### config.mk
export PLATFORM = sky130hd
export DESIGN_NAME = param_datapath
export DESIGN_NICKNAME = d
export VERILOG_FILES = /design/src/rtl/datapath_pkg.sv /design/src/rtl/param_datapath_reg_file.sv /design/src/rtl/param_datapath.sv
export SDC_FILE = /design/constraint.sdc
export NUM_CORES = 2
export LEC_CHECK = 0
export ABC_AREA = 1
export CORE_UTILIZATION = 30
export DETAILED_ROUTE_END_ITERATION = 8
export PLACE_DENSITY = 0.45
export SYNTH_ARGS = -nofsm -noshare
export SYNTH_HDL_FRONTEND = slang
export SYNTH_SLANG_ARGS = --single-unit
### constraint.sdc
create_clock -name clock -period 4 [get_ports clock]
set_clock_uncertainty 0.1 [all_clocks]
set_input_delay 0.6 -clock clock [delete_from_list [all_inputs] [get_ports clock]]
set_output_delay 0.6 -clock clock [all_outputs]
set_load 0.005 [all_outputs]
### src/rtl/datapath_pkg.sv
// datapath_pkg: shared definitions for the single-bus datapath.
//   bus_src_e      bus source codes driven by the control unit
//   LD_*           bit positions inside the ld_en strobe vector
//   fetch_state_e  states of the built-in instruction-fetch sequencer
//   low_mask / ir_field / sign_ext  IR field extraction helpers, written on a
//   MAX_W-bit carrier so one set of functions serves any WIDTH up to 64.
package datapath_pkg;

  localparam int MAX_W = 64;

  typedef enum logic [3:0] {
    BS_NONE   = 4'd0,
    BS_RF     = 4'd1,
    BS_HI     = 4'd2,
    BS_LO     = 4'd3,
    BS_ZHI    = 4'd4,
    BS_ZLO    = 4'd5,
    BS_PC     = 4'd6,
    BS_MDR    = 4'd7,
    BS_INPORT = 4'd8,
    BS_CSX    = 4'd9
  } bus_src_e;

  localparam int LD_RF   = 0;
  localparam int LD_HI   = 1;
  localparam int LD_LO   = 2;
  localparam int LD_Y    = 3;
  localparam int LD_Z    = 4;
  localparam int LD_PC   = 5;
  localparam int LD_IR   = 6;
  localparam int LD_MAR  = 7;
  localparam int LD_MDR  = 8;
  localparam int LD_OUTP = 9;
  localparam int LD_W    = 10;

  typedef enum logic [1:0] {
    IDLE   = 2'd0,
    F_ADDR = 2'd1,
    F_WAIT = 2'd2,
    F_IR   = 2'd3
  } fetch_state_e;

  // Mask with the low len bits set.
  function automatic logic [MAX_W-1:0] low_mask(input int len);
    if (len >= MAX_W) return '1;
    return (MAX_W'(1) << len) - MAX_W'(1);
  endfunction

  // Unsigned field of len bits starting at bit lsb.
  function automatic logic [MAX_W-1:0] ir_field(input logic [MAX_W-1:0] word,
                                                input int lsb, input int len);
    return (word >> lsb) & low_mask(len);
  endfunction

  // Sign-extend the low nbits of word to the full carrier width.
  function automatic logic [MAX_W-1:0] sign_ext(input logic [MAX_W-1:0] word,
                                                input int nbits);
    logic [MAX_W-1:0] m;
    logic [MAX_W-1:0] t;
    m = low_mask(nbits);
    t = (nbits > 0) ? (word >> (nbits - 1)) : '0;
    if (nbits > 0 && t[0]) return word | ~m;
    return word & m;
  endfunction

endpackage

### src/rtl/param_datapath_reg_file.sv
// reg_file: NREGS x WIDTH general register file.
//   clk, rst_n      clock, asynchronous active-low reset (clears every register)
//   we, waddr,wdata single write port
//   raddr, rdata    single combinational read port
//   ba_zero         when set, register 0 reads as zero (R0 still stores writes)
module reg_file #(
  parameter int WIDTH = 32,
  parameter int NREGS = 16,
  parameter int AW    = $clog2(NREGS)
) (
  input  logic             clk,
  input  logic             rst_n,
  input  logic             we,
  input  logic [AW-1:0]    waddr,
  input  logic [WIDTH-1:0] wdata,
  input  logic [AW-1:0]    raddr,
  input  logic             ba_zero,
  output logic [WIDTH-1:0] rdata
);

  logic [WIDTH-1:0] rf_q [NREGS];
  logic [WIDTH-1:0] rf_d [NREGS];

  always_comb begin
    rf_d = rf_q;
    if (we) rf_d[waddr] = wdata;
  end

  always_ff @(posedge clk or negedge rst_n) begin
    if (!rst_n) begin
      for (int i = 0; i < NREGS; i++) rf_q[i] <= '0;
    end else begin
      rf_q <= rf_d;
    end
  end

  assign rdata = (ba_zero && raddr == '0) ? '0 : rf_q[raddr];

endmodule

### src/rtl/param_datapath.sv
// param_datapath: single-bus CPU datapath with register file, HI/LO, Y/Z,
// PC/IR/MAR/MDR, I/O ports, req/ack memory handshake and a fetch sequencer.
//   clock, clear          clock, asynchronous active-low reset
//   bus_src, ld_en        bus source select and per-register load strobes
//   gra/grb/grc, ba_out   register-field select (gra > grb > grc), R0-as-zero
//   inc_pc                PC increment
//   mem_rd/wr_start       launch a memory read/write at MAR
//   mem_req/we/addr/wdata memory request side; mem_rdata/mem_ack response side
//   busy                  memory transaction or fetch in progress
//   fetch_start/done      fetch sequencer start and one-cycle completion pulse
//   alu_a/alu_b           Y and bus towards the external ALU; alu_result -> Z
//   in/out_port_data, ir  I/O ports and instruction register
module param_datapath
  import datapath_pkg::*;
#(
  parameter int WIDTH = 32,
  parameter int NREGS = 16
) (
  input  logic               clock,
  input  logic               clear,
  input  logic [3:0]         bus_src,
  input  logic [LD_W-1:0]    ld_en,
  input  logic               gra,
  input  logic               grb,
  input  logic               grc,
  input  logic               ba_out,
  input  logic               inc_pc,
  input  logic               mem_rd_start,
  input  logic               mem_wr_start,
  output logic               mem_req,
  output logic               mem_we,
  output logic [WIDTH-1:0]   mem_addr,
  output logic [WIDTH-1:0]   mem_wdata,
  input  logic [WIDTH-1:0]   mem_rdata,
  input  logic               mem_ack,
  output logic               busy,
  input  logic               fetch_start,
  output logic               fetch_done,
  output logic [WIDTH-1:0]   alu_a,
  output logic [WIDTH-1:0]   alu_b,
  input  logic [2*WIDTH-1:0] alu_result,
  input  logic [WIDTH-1:0]   in_port_data,
  output logic [WIDTH-1:0]   out_port_data,
  output logic [WIDTH-1:0]   ir
);

  localparam int AW     = $clog2(NREGS);
  localparam int RA_LSB = WIDTH - 5 - AW;
  localparam int RB_LSB = RA_LSB - AW;
  localparam int RC_LSB = RB_LSB - AW;
  localparam int C_BITS = WIDTH - 5 - 2 * AW;

  fetch_state_e       state_q, state_d;
  logic [WIDTH-1:0]   hi_q, hi_d, lo_q, lo_d, y_q, y_d;
  logic [2*WIDTH-1:0] z_q, z_d;
  logic [WIDTH-1:0]   pc_q, pc_d, ir_q, ir_d, mar_q, mar_d, mdr_q, mdr_d;
  logic [WIDTH-1:0]   outp_q, outp_d;
  logic               mem_req_q, mem_req_d, mem_we_q, mem_we_d;
  logic               fetch_done_q, fetch_done_d;

  logic [WIDTH-1:0]   bus, rf_rdata, csx;
  logic [AW-1:0]      ra, rb, rc, rf_sel;
  logic               sel_valid, rf_we;
  logic               idle, ack_hit, fetch_go, start_ok;
  logic [LD_W-1:0]    ld;
  logic [MAX_W-1:0]   ir_ext;
  bus_src_e           src;

  assign ir_ext = MAX_W'(ir_q);
  assign ra     = AW'(ir_field(ir_ext, RA_LSB, AW));
  assign rb     = AW'(ir_field(ir_ext, RB_LSB, AW));
  assign rc     = AW'(ir_field(ir_ext, RC_LSB, AW));
  assign csx    = WIDTH'(sign_ext(ir_ext, C_BITS));
  assign src    = bus_src_e'(bus_src);

  always_comb begin
    sel_valid = gra | grb | grc;
    rf_sel    = gra ? ra : (grb ? rb : rc);
  end

  reg_file #(.WIDTH(WIDTH), .NREGS(NREGS), .AW(AW)) u_rf (
    .clk     (clock),
    .rst_n   (clear),
    .we      (rf_we),
    .waddr   (rf_sel),
    .wdata   (bus),
    .raddr   (rf_sel),
    .ba_zero (ba_out),
    .rdata   (rf_rdata)
  );

  always_comb begin
    bus = '0;
    case (src)
      BS_RF:     bus = sel_valid ? rf_rdata : '0;
      BS_HI:     bus = hi_q;
      BS_LO:     bus = lo_q;
      BS_ZHI:    bus = z_q[2*WIDTH-1:WIDTH];
      BS_ZLO:    bus = z_q[WIDTH-1:0];
      BS_PC:     bus = pc_q;
      BS_MDR:    bus = mdr_q;
      BS_INPORT: bus = in_port_data;
      BS_CSX:    bus = csx;
      default:   bus = '0;
    endcase
  end

  always_comb begin
    idle     = (state_q == IDLE);
    ack_hit  = mem_req_q && mem_ack;
    fetch_go = idle && !mem_req_q && fetch_start;
    // A fetch start takes the cycle; memory strobes in that same cycle are dropped.
    start_ok = idle && !mem_req_q && !fetch_start;
    // Control strobes only act while the fetch sequencer is idle.
    ld       = idle ? ld_en : '0;
    rf_we    = ld[LD_RF] && sel_valid;

    state_d      = state_q;
    hi_d         = hi_q;
    lo_d         = lo_q;
    y_d          = y_q;
    z_d          = z_q;
    pc_d         = pc_q;
    ir_d         = ir_q;
    mar_d        = mar_q;
    mdr_d        = mdr_q;
    outp_d       = outp_q;
    mem_req_d    = mem_req_q;
    mem_we_d     = mem_we_q;
    fetch_done_d = 1'b0;

    case (state_q)
      IDLE:    if (fetch_go) state_d = F_ADDR;
      F_ADDR:  state_d = F_WAIT;
      F_WAIT:  if (ack_hit) state_d = F_IR;
      F_IR:    state_d = IDLE;
      default: state_d = IDLE;
    endcase

    if (ld[LD_HI])   hi_d   = bus;
    if (ld[LD_LO])   lo_d   = bus;
    if (ld[LD_Y])    y_d    = bus;
    if (ld[LD_Z])    z_d    = alu_result;
    if (ld[LD_OUTP]) outp_d = bus;

    if (state_q == F_ADDR)   pc_d = pc_q + WIDTH'(1);
    else if (ld[LD_PC])      pc_d = bus;
    else if (idle && inc_pc) pc_d = pc_q + WIDTH'(1);

    if (state_q == F_ADDR) mar_d = pc_q;
    else if (ld[LD_MAR])   mar_d = bus;

    if (state_q == F_IR) ir_d = mdr_q;
    else if (ld[LD_IR])  ir_d = bus;

    if (ack_hit && !mem_we_q) mdr_d = mem_rdata;
    else if (ld[LD_MDR])      mdr_d = bus;

    fetch_done_d = (state_q == F_IR);

    // Request stays up until an ack is sampled; a stray ack with no request does nothing.
    if (ack_hit) begin
      mem_req_d = 1'b0;
      mem_we_d  = 1'b0;
    end else if (state_q == F_ADDR) begin
      mem_req_d = 1'b1;
      mem_we_d  = 1'b0;
    end else if (start_ok && mem_rd_start) begin
      mem_req_d = 1'b1;
      mem_we_d  = 1'b0;
    end else if (start_ok && mem_wr_start) begin
      mem_req_d = 1'b1;
      mem_we_d  = 1'b1;
    end
  end

  always_ff @(posedge clock or negedge clear) begin
    if (!clear) begin
      state_q      <= IDLE;
      hi_q         <= '0;
      lo_q         <= '0;
      y_q          <= '0;
      z_q          <= '0;
      pc_q         <= '0;
      ir_q         <= '0;
      mar_q        <= '0;
      mdr_q        <= '0;
      outp_q       <= '0;
      mem_req_q    <= 1'b0;
      mem_we_q     <= 1'b0;
      fetch_done_q <= 1'b0;
    end else begin
      state_q      <= state_d;
      hi_q         <= hi_d;
      lo_q         <= lo_d;
      y_q          <= y_d;
      z_q          <= z_d;
      pc_q         <= pc_d;
      ir_q         <= ir_d;
      mar_q        <= mar_d;
      mdr_q        <= mdr_d;
      outp_q       <= outp_d;
      mem_req_q    <= mem_req_d;
      mem_we_q     <= mem_we_d;
      fetch_done_q <= fetch_done_d;
    end
  end

  assign mem_req       = mem_req_q;
  assign mem_we        = mem_we_q;
  assign mem_addr      = mar_q;
  assign mem_wdata     = mdr_q;
  assign busy          = mem_req_q || (state_q != IDLE);
  assign fetch_done    = fetch_done_q;
  assign alu_a         = y_q;
  assign alu_b         = bus;
  assign out_port_data = outp_q;
  assign ir            = ir_q;

endmodule
Word level (Yosys, flattened, before mapping). Index checks and enable logic that the tools add are counted.

$add $sub $neg: 1. $lt $le $gt $ge: 2. Eq/ne operators: 14. Mux-type cells: 34. Bitwise logic cells: 3. Reduce and logical (&&, ||, !) cells: 24.

Operator list (number): bitwise mux 512 bit (1); 2-to-1 mux 32 bit (16); one-hot mux 32 bit (9 select lines) (1); binary-select mux 32 bit (select 4 bit) (1); demux 32 bit (select 4 bit) (1); adder 32 x 1 -> 32 bit, second input constant (1); equality test 4 x 3 -> 1 bit, second input constant (4); logical AND 1 bit (11); 2-to-1 mux 10 bit (1); equality test 4 x 2 -> 1 bit, second input constant (2); equality test 4 bit, second input constant (2); 2-to-1 mux 1 bit (8); 2-to-1 mux 4 bit (2); one-hot mux 2 bit (4 select lines) (1); nonzero test 2 bit (4); greater-or-equal comparator 5 bit, second input constant (1); less-than comparator 5 x 1 -> 1 bit, second input constant (1); NOT 4 -> 5 bit (1); equality test 2 bit, second input constant (2); equality test 4 x 1 -> 1 bit, second input constant (1); logical NOT 4 bit (1); 2-to-1 mux 2 bit (2); nonzero test 4 bit (1); logical NOT 1 bit (3); 8 further kinds (9).

Register bits after elaboration: 837. Input bits: 153. Output and inout bits: 196. Logic and storage cells: 107.

Longest topological paths before layout.
Depth in word-level cells: 11. Gate-level depth with buffers: 18. Gate-level depth less buffers: 15.

Hierarchy. A second synthesis with hierarchy kept.

Cell total of the unflattened synthesis: 5388. Area total of the unflattened synthesis: 41084.4 um^2.

By module, submodules not included: reg_file (times used 1, cells an instance 3262, area an instance 24383.4 um^2, seq. area each 12812.3 um^2); param_datapath (times used 1, cells an instance 2126, area an instance 16701.0 um^2, seq. area each 8132.8 um^2).

Worst setup path after synthesis. Ideal clock, no wire load.

Path kind: in2out. Start: input gra. End: output alu_b[1]. Arrival: 2.060 ns. Required time: 3.300 ns. Slack: 1.240 ns. Stages on the path: 13. Buffers on the path: 4. Cell sequence: inv_2 -> or2_4 -> nand2_4 -> buf_8 -> buf_8 -> buf_6 -> nor2_1 -> o21ai_1 -> nand2_1 -> nand2_1 -> nand3_2 -> o21ai_4 -> buf_6.

Cells in the longest elaborated chain, start to end: 8. Elaborated cells on any way between the ends: 12. Those cells by class: 7 x mux; 3 x bitwise; 2 x reduce/logical.

Ends and longest elaborated chain: from (decl) (line param_datapath.sv:23) `input logic gra,`; 2-to-1 mux 4 bit (line param_datapath.sv:78) `rf_sel = gra ? ra : (grb ? rb : rc);`; NOT 4 -> 5 bit (implied by the code) (line param_datapath_reg_file.sv:37) `assign rdata = (ba_zero && raddr == '0) ? '0 : rf_q[raddr];`; binary-select mux 32 bit (select 4 bit) (line param_datapath_reg_file.sv:37); 2-to-1 mux 32 bit (implied by the code) (2 in series) (line param_datapath_reg_file.sv:37); 2-to-1 mux 32 bit (line param_datapath_reg_file.sv:37); 2-to-1 mux 32 bit (*) (line param_datapath.sv:95) `BS_RF: bus = sel_valid ? rf_rdata : '0;`; one-hot mux 32 bit (9 select lines) (*) (line param_datapath.sv:94) `case (src)`; to (decl) (line param_datapath.sv:40) `output logic [WIDTH-1:0] alu_b,`.

Mark *: on every way between the ends. The rest lies on a longest branch, timed or not. The select of a mux whose other input is x is not followed.

Worst setup path in the final report.
Start: register ir_q[21] (netlist: ir[21]). End: output alu_b[5].

Cells in the longest elaborated chain, start to end: 9. Elaborated cells on any way between the ends: 11. Those cells by class: 8 x mux; 1 x bitwise; 2 x reduce/logical.

Ends and longest elaborated chain: from (decl) (line param_datapath.sv:56) `logic [WIDTH-1:0] pc_q, pc_d, ir_q, ir_d, mar_q, mar_d, mdr_q, mdr_d;`; from (signal assigned) (line param_datapath.sv:199) `ir_q <= ir_d;`; 2-to-1 mux 4 bit (*) (2 in series) (line param_datapath.sv:78); NOT 4 -> 5 bit (implied by the code) (line param_datapath_reg_file.sv:37); binary-select mux 32 bit (select 4 bit) (line param_datapath_reg_file.sv:37); 2-to-1 mux 32 bit (implied by the code) (2 in series) (line param_datapath_reg_file.sv:37); 2-to-1 mux 32 bit (*) (line param_datapath_reg_file.sv:37); 2-to-1 mux 32 bit (*) (line param_datapath.sv:95); one-hot mux 32 bit (9 select lines) (*) (line param_datapath.sv:94).

Marked as above.

==> flow_summary.ini <==
[outcome]
status = complete, no violations

[floorplan]
die_y_microns = 371
io_pins = 349
initial_core_util = 0.302
std_cell_rows = 135
core_area_sq_um = 135000
die_area_sq_um = 138000
chipWidth_microns = 371

[sta]
period_share = 0.993
setup_violations = 0
maxSlewHeadroom = 0.258
setup_ws_ps = 28.9
tightest_slew_ps = 1110
fin_crit_ps = 3970
fmaxAchievable_mhz = 252
rsz0062_at_grt = yes
fin_tns_setup_ps = 0
finalMaxSlewViolations = 0
finalHoldViolations = 0

[setup_path]
cp-end-kind = output port
crit_path_end = alu_b[5]
crit_fanout = 9
critPathArrivalTime_ps = 3270
cp_data_required_time_ps = 3300
startpoint_type = register
regToRegStartpoint = ir[23]
startpoint = ir[21]
timing.rr.end = out_port_data[13]
rr_worst_depth = 14
worstSetupPathType = reg -> out
rrSetupSlack_ps = 980

[final_layout]
drive_gt1_frac = 0.133
syn2layout_area_growth_pct = 29.4
nets = 5822
utilization = 0.391
layout.cells.non_filler = 7530

[min_path]
hp-class = in -> reg
min_path_cells = 3

[power_and_ir_drop]
power_density_nw_per_um2 = 749
leakagePower_nw = 24.6
max-vdd-ir-drop_mv = 0.431

[drt]
via_per_inst = 5.01
drc = 0
drt_wl_total_microns = 176000
ant_nets = 0
first_iter_violations = 3427
wl_per_cell_microns = 23.4
drt_pass1_iterations = 5
num_vias = 37700

[clocking]
numCtsBuffers = 98
clk-insertion-delay-late_ps = 720
cts_buffer_depth = 3
htreeDepth = 3
clk_pin_slew_ps = 60
root_buffer = clkbuf_16
cts.sinks = 837
cts_tree = done

[yosys]
synth_common_cells = nand2_1 (1620), dfrtp_1 (837), nor2_1 (616)
ys_seq_area_frac = 0.513
synth.top_cell.area_share = 0.513
synth_nets = 5366
ys.flop_type = dfrtp_1
ys_warn_count = 0
synth.avg_cell_area_sq_um = 7.85
synthMostInstantiatedCell = nand2_1
synth_cell_types = 45
synthCells = 5207
synthArstFlopShare = 1.00
ys_ff_latch = 837
synth.area.top_cells = dfrtp_1 (51%), nand2_1 (15%), nor2_1 (5.7%)
synth_top_area_cell = dfrtp_1
synth_edf_count = 0
syn-cell-area_sq_um = 40900

[place]
port-buffer-count = 348
dp_cells = 7313
place_ws_ps = -316
gp_congestion = 0.926
place_hpwl_microns = 121000

[grt]
grt_start_max_net_pins = 112
grt_first_pass_wirelength_microns = 256000
gr-usage-all-layers = 0.254
grt_overflow_total = 0
grt_antenna_before_repair = 6
first_global_vias = 36600

[run]
drv_cap = 0
[repair_timing]
item,4_1_cts,5_1_grt
hold endpoints to repair,36,0
endpoints found under the setup margin,31,24
hold buffers,1,0
pin swaps,11,10
gates resized for setup,46,49
buffers inserted,15,9
cloned,3,3
[state kept, by name, summed over array words and instances, names as in the netlist, 2 cells and up]
register / flops
hi_q: 32
lo_q: 32
u_rf.rf_q: 512
mem_wdata: 32
z_q: 64
pc_q: 32
state_q: 2
mem_addr: 32
alu_a: 32
out_port_data: 32
ir: 32
[worst min path at each step]
stage / from / endpoint / slack, ps
after global routing: mem_rdata[2] / mem_wdata[2] / 380
after global placement: u_rf.rf_q[320] / u_rf.rf_q[320] / 360
after CTS: mem_rdata[31] / mem_wdata[31] / 330
after detailed placement: u_rf.rf_q[320] / u_rf.rf_q[320] / 360
after floorplan: clear / alu_a[0] / 200
final: mem_rdata[3] / mem_wdata[3] / 350
[kinds of logic after synthesis]
logic type | share of synthesized area
adders and majority gates | 0.00184
DFF | 0.513
muxes | 0.0165
buffers and inverters | 0.0816
and+or+nand+nor | 0.259
AOI/OAI and AO/OA | 0.128
xor gates and xnor gates | 0.000643
[where the power goes]
| group | leakage (nW) | switching [W] | internal (W) |
|---|---|---|---|
| Clock | 1.71 | 0.00387 | 0.00586 |
| Combinational | 12.7 | 0.00910 | 0.00640 |
| Sequential | 10.1 | 0.00222 | 0.0121 |
| Total | 24.6 | 0.0152 | 0.0244 |
[layout make-up]
type | count | area (sq um)
diodes | 4 | 10.0
clock buffers | 147 | 2990
clock inverters | 35 | 470
multi-input cells | 3596 | 17100
flip-flops and latches | 837 | 21000
fillers | 13900 | 82400
repair buffers | 710 | 7530
inverters | 420 | 1580
well taps | 1781 | 2230
[worst max-delay path, cell delays in order (launching register included)]
cell	delay, ps
dfrtp_2	460
nand2_1	80
nand3_1	110
nand2_2	80
buf_4	170
nand2_4	100
nor2_1	60
a21oi_2	170
inv_2	80
buf_12	150
a21oi_1	220
nand2_2	200
nand2_4	130
clkdlybuf4s50_1	510
[placed cells by master (no fill, tap or decap), types with 22 or more instances in the layout]
cell type / instances
mux2_2: 60
nand4_1: 23
clkdlybuf4s50_1: 332
nor2_4: 29
o21ai_0: 381
nand3_1: 219
clkbuf_8: 25
nand2_1: 1608
a21oi_1: 63
clkbuf_16: 106
nor2_1: 597
o21ai_1: 72
a31oi_1: 345
nand2_2: 42
buf_12: 92
inv_1: 401
nor3_1: 22
buf_4: 253
dfrtp_1: 828
[per-stage QoR]
step | hold slack (ps) | instance area (sq um) | total power, W
2_1_floorplan | 204 | 40900 | 0.0221
3_3_place_gp | 359 | 48700 | 0.0293
3_5_place_dp | 363 | 48700 | 0.0294
4_1_cts | 327 | 52500 | 0.0396
5_1_grt | 375 | 52800 | 0.0420
6_report | 354 | 52800 | 0.0396
[layer usage]
layer / track usage / part of all wire / up-vias
met5: 0 / 0.000091 / -
met4: 0.0730 / 0.026 / 2
met3: 0.0396 / 0.062 / 222
met2: 0.393 / 0.45 / 1272
met1: 0.363 / 0.47 / 18500
li1: - / - / 17800
Power figures use the tool's default switching activity.
